`src/rtl/ysyx_22040127_div_unit.sv`:
```
`default_nettype none
// =============================================================================
// Module   : ysyx_22040127_div_unit
// Purpose  : Radix-2 restoring divider for RV64M DIV/DIVU/REM/REMU and W forms.
// Revision : 1.0
// =============================================================================

module ysyx_22040127_div_unit #(
    parameter int XLEN = 64
) (
    input  logic            clk,
    input  logic            rst,
    input  logic            flush,
    input  logic            in_valid,
    output logic            in_ready,
    input  logic [1:0]      in_op,
    input  logic            in_word,
    input  logic [XLEN-1:0] in_src1,
    input  logic [XLEN-1:0] in_src2,
    output logic            out_valid,
    input  logic            out_ready,
    output logic [XLEN-1:0] out_result
);

    localparam int c_HALF = XLEN / 2;
    localparam int c_CW   = $clog2(XLEN);

    typedef enum logic [1:0] {
        ST_IDLE = 2'd0,
        ST_CALC = 2'd1,
        ST_DONE = 2'd2
    } state_t;

    state_t            r_state;
    logic [XLEN-1:0]   r_rem;
    logic [XLEN-1:0]   r_quo;
    logic [XLEN-1:0]   r_div;
    logic [c_CW-1:0]   r_cnt;
    logic              r_is_rem;
    logic              r_word;
    logic              r_neg_q;
    logic              r_neg_r;

    // Word results are always sign-extended from bit 31, signed or not.
    function automatic logic [XLEN-1:0] f_fmt(input logic w, input logic [XLEN-1:0] x);
        return w ? {{c_HALF{x[c_HALF-1]}}, x[c_HALF-1:0]} : x;
    endfunction

    // ---------------------------------------------------------------- operand prep
    logic            w_signed;
    logic [XLEN-1:0] w_a;
    logic [XLEN-1:0] w_b;
    logic            w_a_neg;
    logic            w_b_neg;
    logic [XLEN:0]   w_a_x;
    logic [XLEN:0]   w_b_x;
    logic [XLEN:0]   w_a_mag_x;
    logic [XLEN:0]   w_b_mag_x;
    logic [XLEN-1:0] w_dividend;
    logic            w_b_zero;
    logic            w_a_min;
    logic            w_b_m1;
    logic            w_special;
    logic [XLEN-1:0] w_spec_res;
    logic [c_CW-1:0] w_cnt_init;

    always_comb begin
        w_signed = ~in_op[0];
        w_a = in_word ? {{c_HALF{w_signed & in_src1[c_HALF-1]}}, in_src1[c_HALF-1:0]} : in_src1;
        w_b = in_word ? {{c_HALF{w_signed & in_src2[c_HALF-1]}}, in_src2[c_HALF-1:0]} : in_src2;
        w_a_neg = w_signed & w_a[XLEN-1];
        w_b_neg = w_signed & w_b[XLEN-1];
        // One extra bit keeps the most-negative magnitude from wrapping.
        w_a_x     = {w_a_neg, w_a};
        w_b_x     = {w_b_neg, w_b};
        w_a_mag_x = w_a_neg ? -w_a_x : w_a_x;
        w_b_mag_x = w_b_neg ? -w_b_x : w_b_x;
        // Word dividends sit in the upper half so both widths shift out from the MSB.
        w_dividend = in_word ? {w_a_mag_x[c_HALF-1:0], {c_HALF{1'b0}}} : w_a_mag_x[XLEN-1:0];

        w_b_zero = in_word ? (in_src2[c_HALF-1:0] == '0) : (in_src2 == '0);
        w_a_min  = in_word ? (in_src1[c_HALF-1:0] == {1'b1, {(c_HALF-1){1'b0}}})
                           : (in_src1 == {1'b1, {(XLEN-1){1'b0}}});
        w_b_m1   = in_word ? (&in_src2[c_HALF-1:0]) : (&in_src2);
        w_special = w_b_zero | (w_signed & w_a_min & w_b_m1);

        if (in_op[1]) begin
            w_spec_res = w_b_zero ? f_fmt(in_word, in_src1) : '0;
        end else begin
            w_spec_res = w_b_zero ? '1 : f_fmt(in_word, in_src1);
        end
        w_cnt_init = in_word ? c_CW'(c_HALF - 1) : c_CW'(XLEN - 1);
    end

    // ---------------------------------------------------------------- iteration
    logic [XLEN:0]   w_shift;
    logic [XLEN+1:0] w_trial;
    logic            w_borrow;
    logic [XLEN-1:0] w_rem_nx;
    logic [XLEN-1:0] w_quo_nx;
    logic [XLEN-1:0] w_q_fin;
    logic [XLEN-1:0] w_r_fin;
    logic [XLEN-1:0] w_res;
    logic            w_unused;

    always_comb begin
        w_shift  = {r_rem, r_quo[XLEN-1]};
        w_trial  = {1'b0, w_shift} - {2'b00, r_div};
        w_borrow = w_trial[XLEN+1];
        w_rem_nx = w_borrow ? w_shift[XLEN-1:0] : w_trial[XLEN-1:0];
        w_quo_nx = {r_quo[XLEN-2:0], ~w_borrow};
        w_q_fin  = r_neg_q ? -w_quo_nx : w_quo_nx;
        w_r_fin  = r_neg_r ? -w_rem_nx : w_rem_nx;
        w_res    = f_fmt(r_word, r_is_rem ? w_r_fin : w_q_fin);
        w_unused = w_trial[XLEN] ^ w_a_mag_x[XLEN] ^ w_b_mag_x[XLEN];
    end

    // ---------------------------------------------------------------- control
    always_ff @(posedge clk or negedge rst) begin
        if (!rst) begin
            r_state    <= ST_IDLE;
            r_rem      <= '0;
            r_quo      <= '0;
            r_div      <= '0;
            r_cnt      <= '0;
            r_is_rem   <= 1'b0;
            r_word     <= 1'b0;
            r_neg_q    <= 1'b0;
            r_neg_r    <= 1'b0;
            in_ready   <= 1'b1;
            out_valid  <= 1'b0;
            out_result <= '0;
        end else if (flush) begin
            r_state   <= ST_IDLE;
            in_ready  <= 1'b1;
            out_valid <= 1'b0;
        end else begin
            case (r_state)
                ST_IDLE: begin
                    if (in_valid) begin
                        r_is_rem <= in_op[1];
                        r_word   <= in_word;
                        r_neg_q  <= w_a_neg ^ w_b_neg;
                        r_neg_r  <= w_a_neg;
                        in_ready <= 1'b0;
                        if (w_special) begin
                            out_result <= w_spec_res;
                            out_valid  <= 1'b1;
                            r_state    <= ST_DONE;
                        end else begin
                            r_rem   <= '0;
                            r_quo   <= w_dividend;
                            r_div   <= w_b_mag_x[XLEN-1:0];
                            r_cnt   <= w_cnt_init;
                            r_state <= ST_CALC;
                        end
                    end
                end
                ST_CALC: begin
                    r_rem <= w_rem_nx;
                    r_quo <= w_quo_nx;
                    r_cnt <= r_cnt - c_CW'(1);
                    if (r_cnt == '0) begin
                        out_result <= w_res;
                        out_valid  <= 1'b1;
                        r_state    <= ST_DONE;
                    end
                end
                ST_DONE: begin
                    if (out_ready) begin
                        out_valid <= 1'b0;
                        in_ready  <= 1'b1;
                        r_state   <= ST_IDLE;
                    end
                end
                default: begin
                    r_state   <= ST_IDLE;
                    in_ready  <= 1'b1;
                    out_valid <= 1'b0;
                end
            endcase
        end
    end

endmodule

`default_nettype wire

```
`config.mk`:
```
export PLATFORM = sky130hd
export DESIGN_NAME = ysyx_22040127_div_unit
export DESIGN_NICKNAME = d
export VERILOG_FILES = /design/src/rtl/ysyx_22040127_div_unit.sv
export SDC_FILE = /design/constraint.sdc
export NUM_CORES = 1
export LEC_CHECK = 0
export CORE_ASPECT_RATIO = 1.1
export CORE_MARGIN = 5
export CORE_UTILIZATION = 55
export DETAILED_ROUTE_END_ITERATION = 8
export HOLD_SLACK_MARGIN = 0.02
export PLACE_DENSITY = 0.76
export SLEW_MARGIN = 20
export SYNTH_ARGS = -nofsm -noshare
export SYNTH_HDL_FRONTEND = slang
export SYNTH_SLANG_ARGS = --single-unit
```
`constraint.sdc`:
```
create_clock -name clk -period 11 [get_ports clk]
set_input_delay 2.2 -clock clk [delete_from_list [all_inputs] [get_ports clk]]
set_output_delay 2.2 -clock clk [all_outputs]
set_load 0.05 [all_outputs]
```
# Word-level counts from Yosys, hierarchy flattened
# Index checks and enable logic that the tools add are counted.
dict set report word_totals {
  reg_bits 270
  inputBits 136
  output_inout_bits 66
  wordCells 104
}
dict set report classes {
  add_sub_neg 6
  n_eq_ne 13
  mux 47
  bitwise_logic 12
  reduce_logical 14
}
# operator n
set ops {}
lappend ops {{64-bit two-way mux} 21}
lappend ops {{64-bit one-hot mux with 2 select lines} 3}
lappend ops {{64-bit negator} 4}
lappend ops {{65-bit by 64-bit subtractor with 66-bit output} 1}
lappend ops {{64-bit == test, second input constant} 1}
lappend ops {{64-bit logical NOT} 1}
lappend ops {{64-bit AND reduction} 1}
lappend ops {{32-bit == test, second input constant} 1}
lappend ops {{32-bit logical NOT} 1}
lappend ops {{32-bit AND reduction} 1}
lappend ops {{6-bit two-way mux} 3}
lappend ops {{3-bit inequality test, second input constant} 4}
lappend ops {{6-bit one-hot mux with 2 select lines} 1}
lappend ops {{4-bit AND reduction} 3}
lappend ops {{1-bit two-way mux} 11}
lappend ops {{2-bit two-way mux} 5}
lappend ops {{2-bit inequality test, second input constant} 5}
lappend ops {{3-bit AND reduction} 3}
lappend ops {{1-bit AND} 6}
lappend ops {{6-bit logical NOT} 1}
lappend ops {{1-bit one-hot mux with 3 select lines} 2}
lappend ops {{2-bit one-hot mux with 3 select lines} 1}
lappend ops {{6-bit by 1-bit subtractor with 6-bit output, second input constant} 1}
lappend ops {{5-bit AND reduction} 1}
lappend ops {{other kinds (7)} 10}

# Longest topological paths before layout
# Gate-level depths: netlist of the first run.
dict set report logic_depth {
  word_depth 9
  ltp_mapped 29
  mapped_depth_nobuf 23
}

# Worst setup path after synthesis of the first run
# No wires, ideal clock.
dict set report synth_path {
  kind {reg-to-reg}
  startpoint {register r_rem[35]}
  endpoint {register out_result[50]}
  setup_ns 0.065
  t_arrival_ns 6.335
  required_time_ns 10.935
  path_slack_ns 4.599
  path_stages_with_launch 28
  path_buffers 6
  synth_period_minus_slack_ns 6.401
  cell_sequence {dfrtp_1 > ha_1 > clkbuf_1 > a21oi_1 > o21a_1 > o21ai_1 > a211o_1 > a211oi_4 > nand2_4 > inv_4 > buf_6 > buf_2 > buf_2 > buf_1 > buf_1 > ha_1 > nor4b_1 > nand2b_1 > nor3_1 > nand3_1 > or3_1 > or4_1 > nand3b_1 > o31ai_1 > xnor2_1 > nor2_1 > a2111oi_0 > a211o_1}
}
dict set report synth_via {
  elab_chain_cells 8
  elab_cells_between_ends 11
  classes_between {3 x add/sub; 7 x mux; 1 x bitwise}
}
# element line
set synth_lines {}
lappend synth_lines {{start: declaration} 35} ;# logic [XLEN-1:0] r_rem;
lappend synth_lines {{start signal: assignment} 160} ;# r_rem <= w_rem_nx;
lappend synth_lines {{65-bit by 64-bit subtractor with 66-bit output} 108} ;# w_trial = {1'b0, w_shift} - {2'b00, r_div};
lappend synth_lines {{64-bit two-way mux / 1-bit inverter (equally long branches)} {110, 111}}
lappend synth_lines {{64-bit negator (on tied branches)} {113, 112}}
lappend synth_lines {{64-bit two-way mux (on tied branches)} {113, 112}}
lappend synth_lines {{64-bit two-way mux *} 114} ;# w_res = f_fmt(r_word, r_is_rem ? w_r_fin : w_q_fin);
lappend synth_lines {{64-bit two-way mux *} 46} ;# return w ? {{c_HALF{x[c_HALF-1]}}, x[c_HALF-1:0]} : x;
lappend synth_lines {{64-bit two-way mux *} 163} ;# if (r_cnt == '0) begin
lappend synth_lines {{64-bit one-hot mux with 2 select lines *} 138} ;# case (r_state)
lappend synth_lines {{end signal: assignment} 147} ;# out_result <= w_spec_res;
lappend synth_lines {{end signal: assignment} 164} ;# out_result <= w_res;
lappend synth_lines {{end: declaration} 22} ;# output logic [XLEN-1:0] out_result
# Every way passes the cells marked *; elsewhere a longest branch is shown, timed or not. The select of a mux whose other input is x is not followed.
# A chain may end at the register's enable or synchronous reset.

# Worst setup path in the final report of the first run
dict set report layout_path {
  startpoint {register r_rem[17]}
  endpoint {register out_result[50]}
}
# The elaborated chain is that of the path after synthesis.

==> flow_summary.ini, run 1 <==
[clock_tree]
cts_buffer_depth = 3
cts_root_buffer = clkbuf_16
cts_hold_buf = 0
cts_setup_buffers = 0
cts_resized = 0
h-tree-depth = 1
numCtsBuffers = 31
clk_pin_slew_ns = 0.06
cts_sinks = 270
cts_tree = done
clk_latency_ns = 0.60

[yosys]
synth_cell_types = 114
synth_top_cell_by_area = dfrtp_1
yosys-top-cells-count = nand2_1 (416), o21ai_0 (338), nor2_1 (337), a21oi_1 (328), dfrtp_1 (269)
synth_edf_count = 0
syn-num-nets = 3668
syn_area_um2 = 25600
yosys_warnings = 0
ys_ff_latch = 270
yosys_most_used_dff = dfrtp_1
synthDominantCellAreaShare_pct = 26.3
synthCells = 3460
yosysSeqAreaShare_pct = 26.4
synth_area_per_cell_um2 = 7.40
yosys-top-cells-area = dfrtp_1 (26%), o21ai_0 (6.6%), a21oi_1 (6.4%), nand2_1 (6.1%), nor2_1 (4.9%)
synth_most_common_cell = nand2_1
async_reset_ff_share_pct = 100

[floorplanning]
ios = 202
fp.dieW_um = 216
die_y_um = 236
dieArea_um2 = 51000
core_um2 = 46400
start_util_pct = 55.2
rows = 83

[run]
cap_violations = 0

[worst_setup_path]
crit_type = flip-flop to flip-flop
worst_ep_arrival_time_ns = 8.22
regToRegStartpoint = r_rem[17]$_DFFE_PN0P_
cp_slowest_cell = nor4b_1
crit_family = simple AND/OR/NAND/NOR gates
regToRegEndpoint = out_result[50]$_DFFE_PN0P_
crit_path_start = r_rem[17]$_DFFE_PN0P_
worstSetupStartpointType = flip-flop
endpoint_kind = flip-flop
rr_worst_depth = 22
rrSetupSlack_ns = 3.31
crit_buf_inv = 2
slowest_delay_ns = 0.72
path_cells = ha_1 -> a21oi_1 -> o21ai_1 -> a21oi_1 -> nor3_2 -> o31ai_4 -> buf_4 -> nand2_4 -> inv_4 -> ha_1 -> nor4b_1 -> nand2b_1 -> nor3_1 -> nand3_1 -> or3_1 -> or4_1 -> nand3b_1 -> o31ai_1 -> xnor2_1 -> nor2_1 -> a2111oi_0 -> a211o_1
worstPathRequired_ns = 11.53
path_max_fanout = 26

[timing]
layout_min_cycle_time_ns = 7.69
worst_slew_pin_slew_ns = 1.22
setup_viol = 0
fin_worst_skew_ns = 0.0262
fin_tns_setup_ns = 0
slew_viol_final = 0
postLayoutSetupSlackWorst_ns = 3.31
fmax_ghz = 0.130
hold_viol_final = 0
rsz0062_at_grt = false
min_period_over_period_pct = 69.9
max_slew_margin_pct = 17.8

[min_path]
holdPathStages = 2
hp-class = flip-flop to flip-flop
worstHoldStart = r_div[53]$_DFFE_PN0P_
holdPathEnd = r_div[53]$_DFFE_PN0P_

[routing]
viasPerCell = 6.97
firstDrtPassIters = 7
drc = 0
drt_iter0_drc = 4033
num_vias = 28700
drt-total-wl_um = 110000
ant_nets = 0
wl_per_cell_um = 26.8

[placed_design]
dp_slack_ns = 3.07
dp_hpwl_um = 85800
gp_congestion = 1.08
port_buffers = 201

[grt]
grt_max_degree = 116
antenna_found_initial = 4
grt_overflow_total = 0
grt_util_all_layers_pct = 41.5
grt_pass1_wl_um = 165000
grt_pass1_vias = 26700

[power]
leakage_nw = 11.6
vdd_drop_max_mv = 0.294
power.density_nw_per_um2 = 207
power_w = 0.00594

[outcome]
outcome = finished clean

[final_layout]
nets = 3706
syn_to_final_growth_pct = 12.2
drive_gt1_share_pct = 5.09
==> registers in the layout, indices dropped and copies added, names as in the netlist <==
name        count
out_valid       1
r_word          1
r_is_rem        1
r_neg_r         1
r_state         2
r_neg_q         1
r_quo          64
out_result     64
r_cnt           6
r_div          64
r_rem          64
in_ready        1
==> worst min-delay path, delay by kind of cell, from the launching register on <==
family          cells  cell delay, ns
compound gates      1            0.06
simple gates        1            0.05
flops               1            0.34
==> area by class of cell <==
type                            instances  area, um2
Antenna cell                            1       2.50
Clock buffer                           45        878
Clock inverter                         10        133
Fill cell                            4187      17700
Inverter                              111        419
Multi-Input combinational cell       2852      17600
Sequential cell                       270       6760
Tap cell                              595        744
Timing Repair Buffer                  232       2250
==> through the flow <==
step	instances	hold WS, ns	util [%]	area (um2)
6_report	4116	0.483	61.9	28700
5_1_grt	4115	0.499	61.9	28700
4_1_cts	4115	0.485	61.9	28700
3_5_place_dp	4060	0.468	59.7	27700
3_3_place_gp	4060	0.464	59.7	27700
2_1_floorplan	3460	0.443	-	25600
==> where the power goes <==
group / switching, W / total (W) / internal (W)
Combinational: 0.00225 / 0.00329 / 0.00104
Sequential: 0.000300 / 0.00160 / 0.00130
Clock: 0.000438 / 0.00106 / 0.000619
Total: 0.00298 / 0.00594 / 0.00296
==> cells in the final DEF, fill, tap and decap left out, types with 17 or more instances in the layout <==
master | Yosys | final
a21o_1 | 44 | 44
ha_1 | 71 | 71
nor2_1 | 337 | 337
mux2_2 | 21 | 21
and3_1 | 18 | 18
or2_2 | 17 | 17
xor2_1 | 105 | 105
nand4_1 | 65 | 65
nand2_1 | 416 | 415
inv_1 | 108 | 107
o21a_1 | 26 | 25
a22o_1 | 23 | 23
xnor2_1 | 136 | 136
o21ai_1 | 19 | 18
clkdlybuf4s50_1 | 0 | 199
or3_1 | 67 | 66
nor4_1 | 50 | 50
o41ai_1 | 23 | 23
a21oi_1 | 328 | 325
buf_4 | 5 | 32
nor3_1 | 88 | 88
o21ai_0 | 338 | 338
o211ai_1 | 55 | 55
mux2i_1 | 52 | 52
a31oi_1 | 51 | 51
o31ai_1 | 72 | 72
nand3_1 | 49 | 49
clkbuf_16 | 0 | 31
nand2b_1 | 18 | 17
dfrtp_1 | 269 | 268
a211oi_1 | 65 | 65
and2_1 | 25 | 25
or4_1 | 26 | 26
==> worst max-delay path by stage <==
stage / to / cells past startpoint
2_1_floorplan: out_result[50]$_DFFE_PN0P_ / 27
3_3_place_gp: r_div[8]$_DFFE_PN0P_ / 14
3_5_place_dp: r_div[30]$_DFFE_PN0P_ / 15
4_1_cts: out_result[50]$_DFFE_PN0P_ / 22
5_1_grt: out_result[58]$_DFFE_PN0P_ / 22
6_report: out_result[50]$_DFFE_PN0P_ / 22
==> metal layers <==
metal  global-route usage (%)  share of wire [%]  vias to the layer above
met2                     63.6                 44                     1835
li1                         -                  -                    12800
met5                        0              0.034                        -
met4                     29.0                9.1                        6
met1                     53.2                 37                    13700
met3                     7.33                 10                      413
==> cell families after synthesis <==
group | after synthesis | share of synthesized area (%)
AOI/OAI and AO/OA | 1210 | 30.1
DFF | 270 | 26.4
xor gates and xnor gates | 241 | 8.24
buffers and inverters | 338 | 5.30
adders and majority gates | 73 | 3.58
muxes | 73 | 2.95
and+or+nand+nor | 1255 | 23.4
Power figures use the tool's default switching activity.
==> run 2: changes to the inputs <==
==> constraint.sdc (replaced) <==
create_clock -name clk -period 7.4 [get_ports clk]
set_input_delay 1.48 -clock clk [delete_from_list [all_inputs] [get_ports clk]]
set_output_delay 1.48 -clock clk [all_outputs]
set_load 0.05 [all_outputs]
==> run 2 against run 1 <==
Non-clock buffer count is 13 higher. Clock skew is 0.0035 ns lower. Sequential share of layout area is 0.30 points lower. Die area stayed put. Sequential power is 50% higher. Clock power is 73% higher. Highest routed layer unchanged.
==> flow_summary.ini, run 2 (synthesis results as in run 1) <==
[outcome]
outcome = finished clean

[final_layout]
final_cell_mix = nand2_1 (415), o21ai_0 (338), nor2_1 (336), a21oi_1 (325), dfrtp_1 (268)
drive_gt1_share_pct = 5.90
syn_to_final_growth_pct = 13.6
final_cells = 4140
nets = 3722
final_util_pct = 62.7
final-seq-area_um2 = 6760
multiInputGateArea_um2 = 17600
layout_commonest_cell = nand2_1
fillers = 4197

[timing]
fin_tns_setup_ns = 0
fin_worst_skew_ns = 0.0227
slew_viol_final = 0
setup_viol = 0
layout_min_cycle_time_ns = 6.24
worst_slew_pin_slew_ns = 1.18
hold_viol_final = 0
max_slew_margin_pct = 20.7
rsz0062_at_grt = false
fmax_ghz = 0.160
min_period_over_period_pct = 84.4

[power]
vdd_drop_max_mv = 0.260
power.density_nw_per_um2 = 312
leakage_nw = 11.8

[floorplanning]
die_y_um = 236
rows = 83
dieArea_um2 = 51000
core_um2 = 46400
start_util_pct = 55.2
fp.dieW_um = 216
ios = 202

[clock_tree]
cts_sinks = 270
h-tree-depth = 2
cts_setup_buffers = 0
clk_latency_ns = 0.56
numCtsBuffers = 34
cts_resized = 0
cts_tree = done
cts_hold_buf = 0
clk_pin_slew_ns = 0.06
cts_buffer_depth = 3
cts_root_buffer = clkbuf_16

[placed_design]
dp.cells = 4073
gp_congestion = 1.07
dp_hpwl_um = 86800
port_buffers = 201

[worst_setup_path]
endpoint_kind = flip-flop
worstPathRequired_ns = 7.90
worstSetupStartpointType = flip-flop
regToRegStartpoint = r_rem[37]$_DFFE_PN0P_
worst_ep_arrival_time_ns = 6.74
crit_type = flip-flop to flip-flop
crit_path_start = r_rem[37]$_DFFE_PN0P_
path_max_fanout = 13

[routing]
wl_per_cell_um = 27.2
ant_nets = 0
drc = 0
drt-total-wl_um = 113000
viasPerCell = 7.02
num_vias = 29100
drt_iter0_drc = 3964
firstDrtPassIters = 7

[grt]
grt_max_degree = 187
grt_util_all_layers_pct = 41.9
antenna_found_initial = 5
grt_overflow_total = 0
grt_pass1_vias = 27000
grt_pass1_wl_um = 167000

[run]
cap_violations = 0

[min_path]
worstHoldStart = out_result[16]$_DFFE_PN0P_
hp-class = flip-flop to flip-flop
run 2: cell types whose count changed in the layout (fill, tap and decap cells not counted), sizes merged:
cell | before | now
clkinvlp | 0 | 1
inv | 110 | 109
clkbuf | 45 | 47
clkinv | 8 | 13
diode | 1 | 5
buf | 33 | 46
run 2: final cells by class:
type / instances / area share (%)
well taps: 595 / 2.56
repair buffers: 245 / 8.23
diodes: 5 / 0.0430
flip-flops and latches: 270 / 23.2
clock inverters: 15 / 0.563
multi-input cells: 2852 / 60.3
inverters: 111 / 1.44
clock buffers: 47 / 3.62
run 2: routing by layer:
layer  global-route usage [%]  share of wire [%]
met4                     31.8                9.4
met3                     8.63                 11
met1                     52.3                 37
met5                        0              0.022
met2                     63.6                 43
run 2: path summary, 6_finish.rpt:
path	end	slack, ns	cells past startpoint
setup / recovery	out_result[50]$_DFFE_PN0P_	1.16	22
hold / removal	out_result[16]$_DFFE_PN0P_	0.48	2
setup reg to reg	out_result[50]$_DFFE_PN0P_	1.16	22
hold reg to reg	out_result[16]$_DFFE_PN0P_	0.48	2
max in group asynchronous	r_rem[52]$_DFFE_PN0P_	5.21	2
min in group asynchronous	out_result[13]$_DFFE_PN0P_	0.91	1
run 2: through the flow:
stage               setup slack, ns  hold slack [ns]  instance area, um2  total power, W
finish                         1.16            0.480               29100         0.00909
global route                  0.913            0.497               29100         0.00945
CTS                            1.33            0.484               29100         0.00894
detailed placement            0.842            0.471               27900         0.00711
global placement              0.958            0.464               27900         0.00703
floorplan                     0.999            0.443               25600         0.00540
run 2: critical path, stage by stage, from the launching register on:
cell and delay [ns]:
dfrtp_1 0.44, ha_1 0.49, a21oi_1 0.25, o21a_1 0.19, o21ai_1 0.14, a211o_1 0.35, a211oi_4 0.37, nand2_4 0.14
inv_4 0.08, ha_1 0.19, nor4b_1 0.25, buf_4 0.17, nand2b_1 0.13, nor3_1 0.28, nand3_1 0.18, or3_1 0.43
or4_1 0.51, nand3b_1 0.35, o31ai_1 0.34, xnor2_1 0.18, nor2_1 0.06, a2111oi_0 0.49, a211o_1 0.16
run 2: where the power goes:
group / total, W / switching (W) / leakage [nW] / internal (W)
sequential: 0.00240 / 0.000474 / 3.41 / 0.00193
combinational: 0.00486 / 0.00330 / 7.78 / 0.00157
clock: 0.00183 / 0.000723 / 0.608 / 0.00110
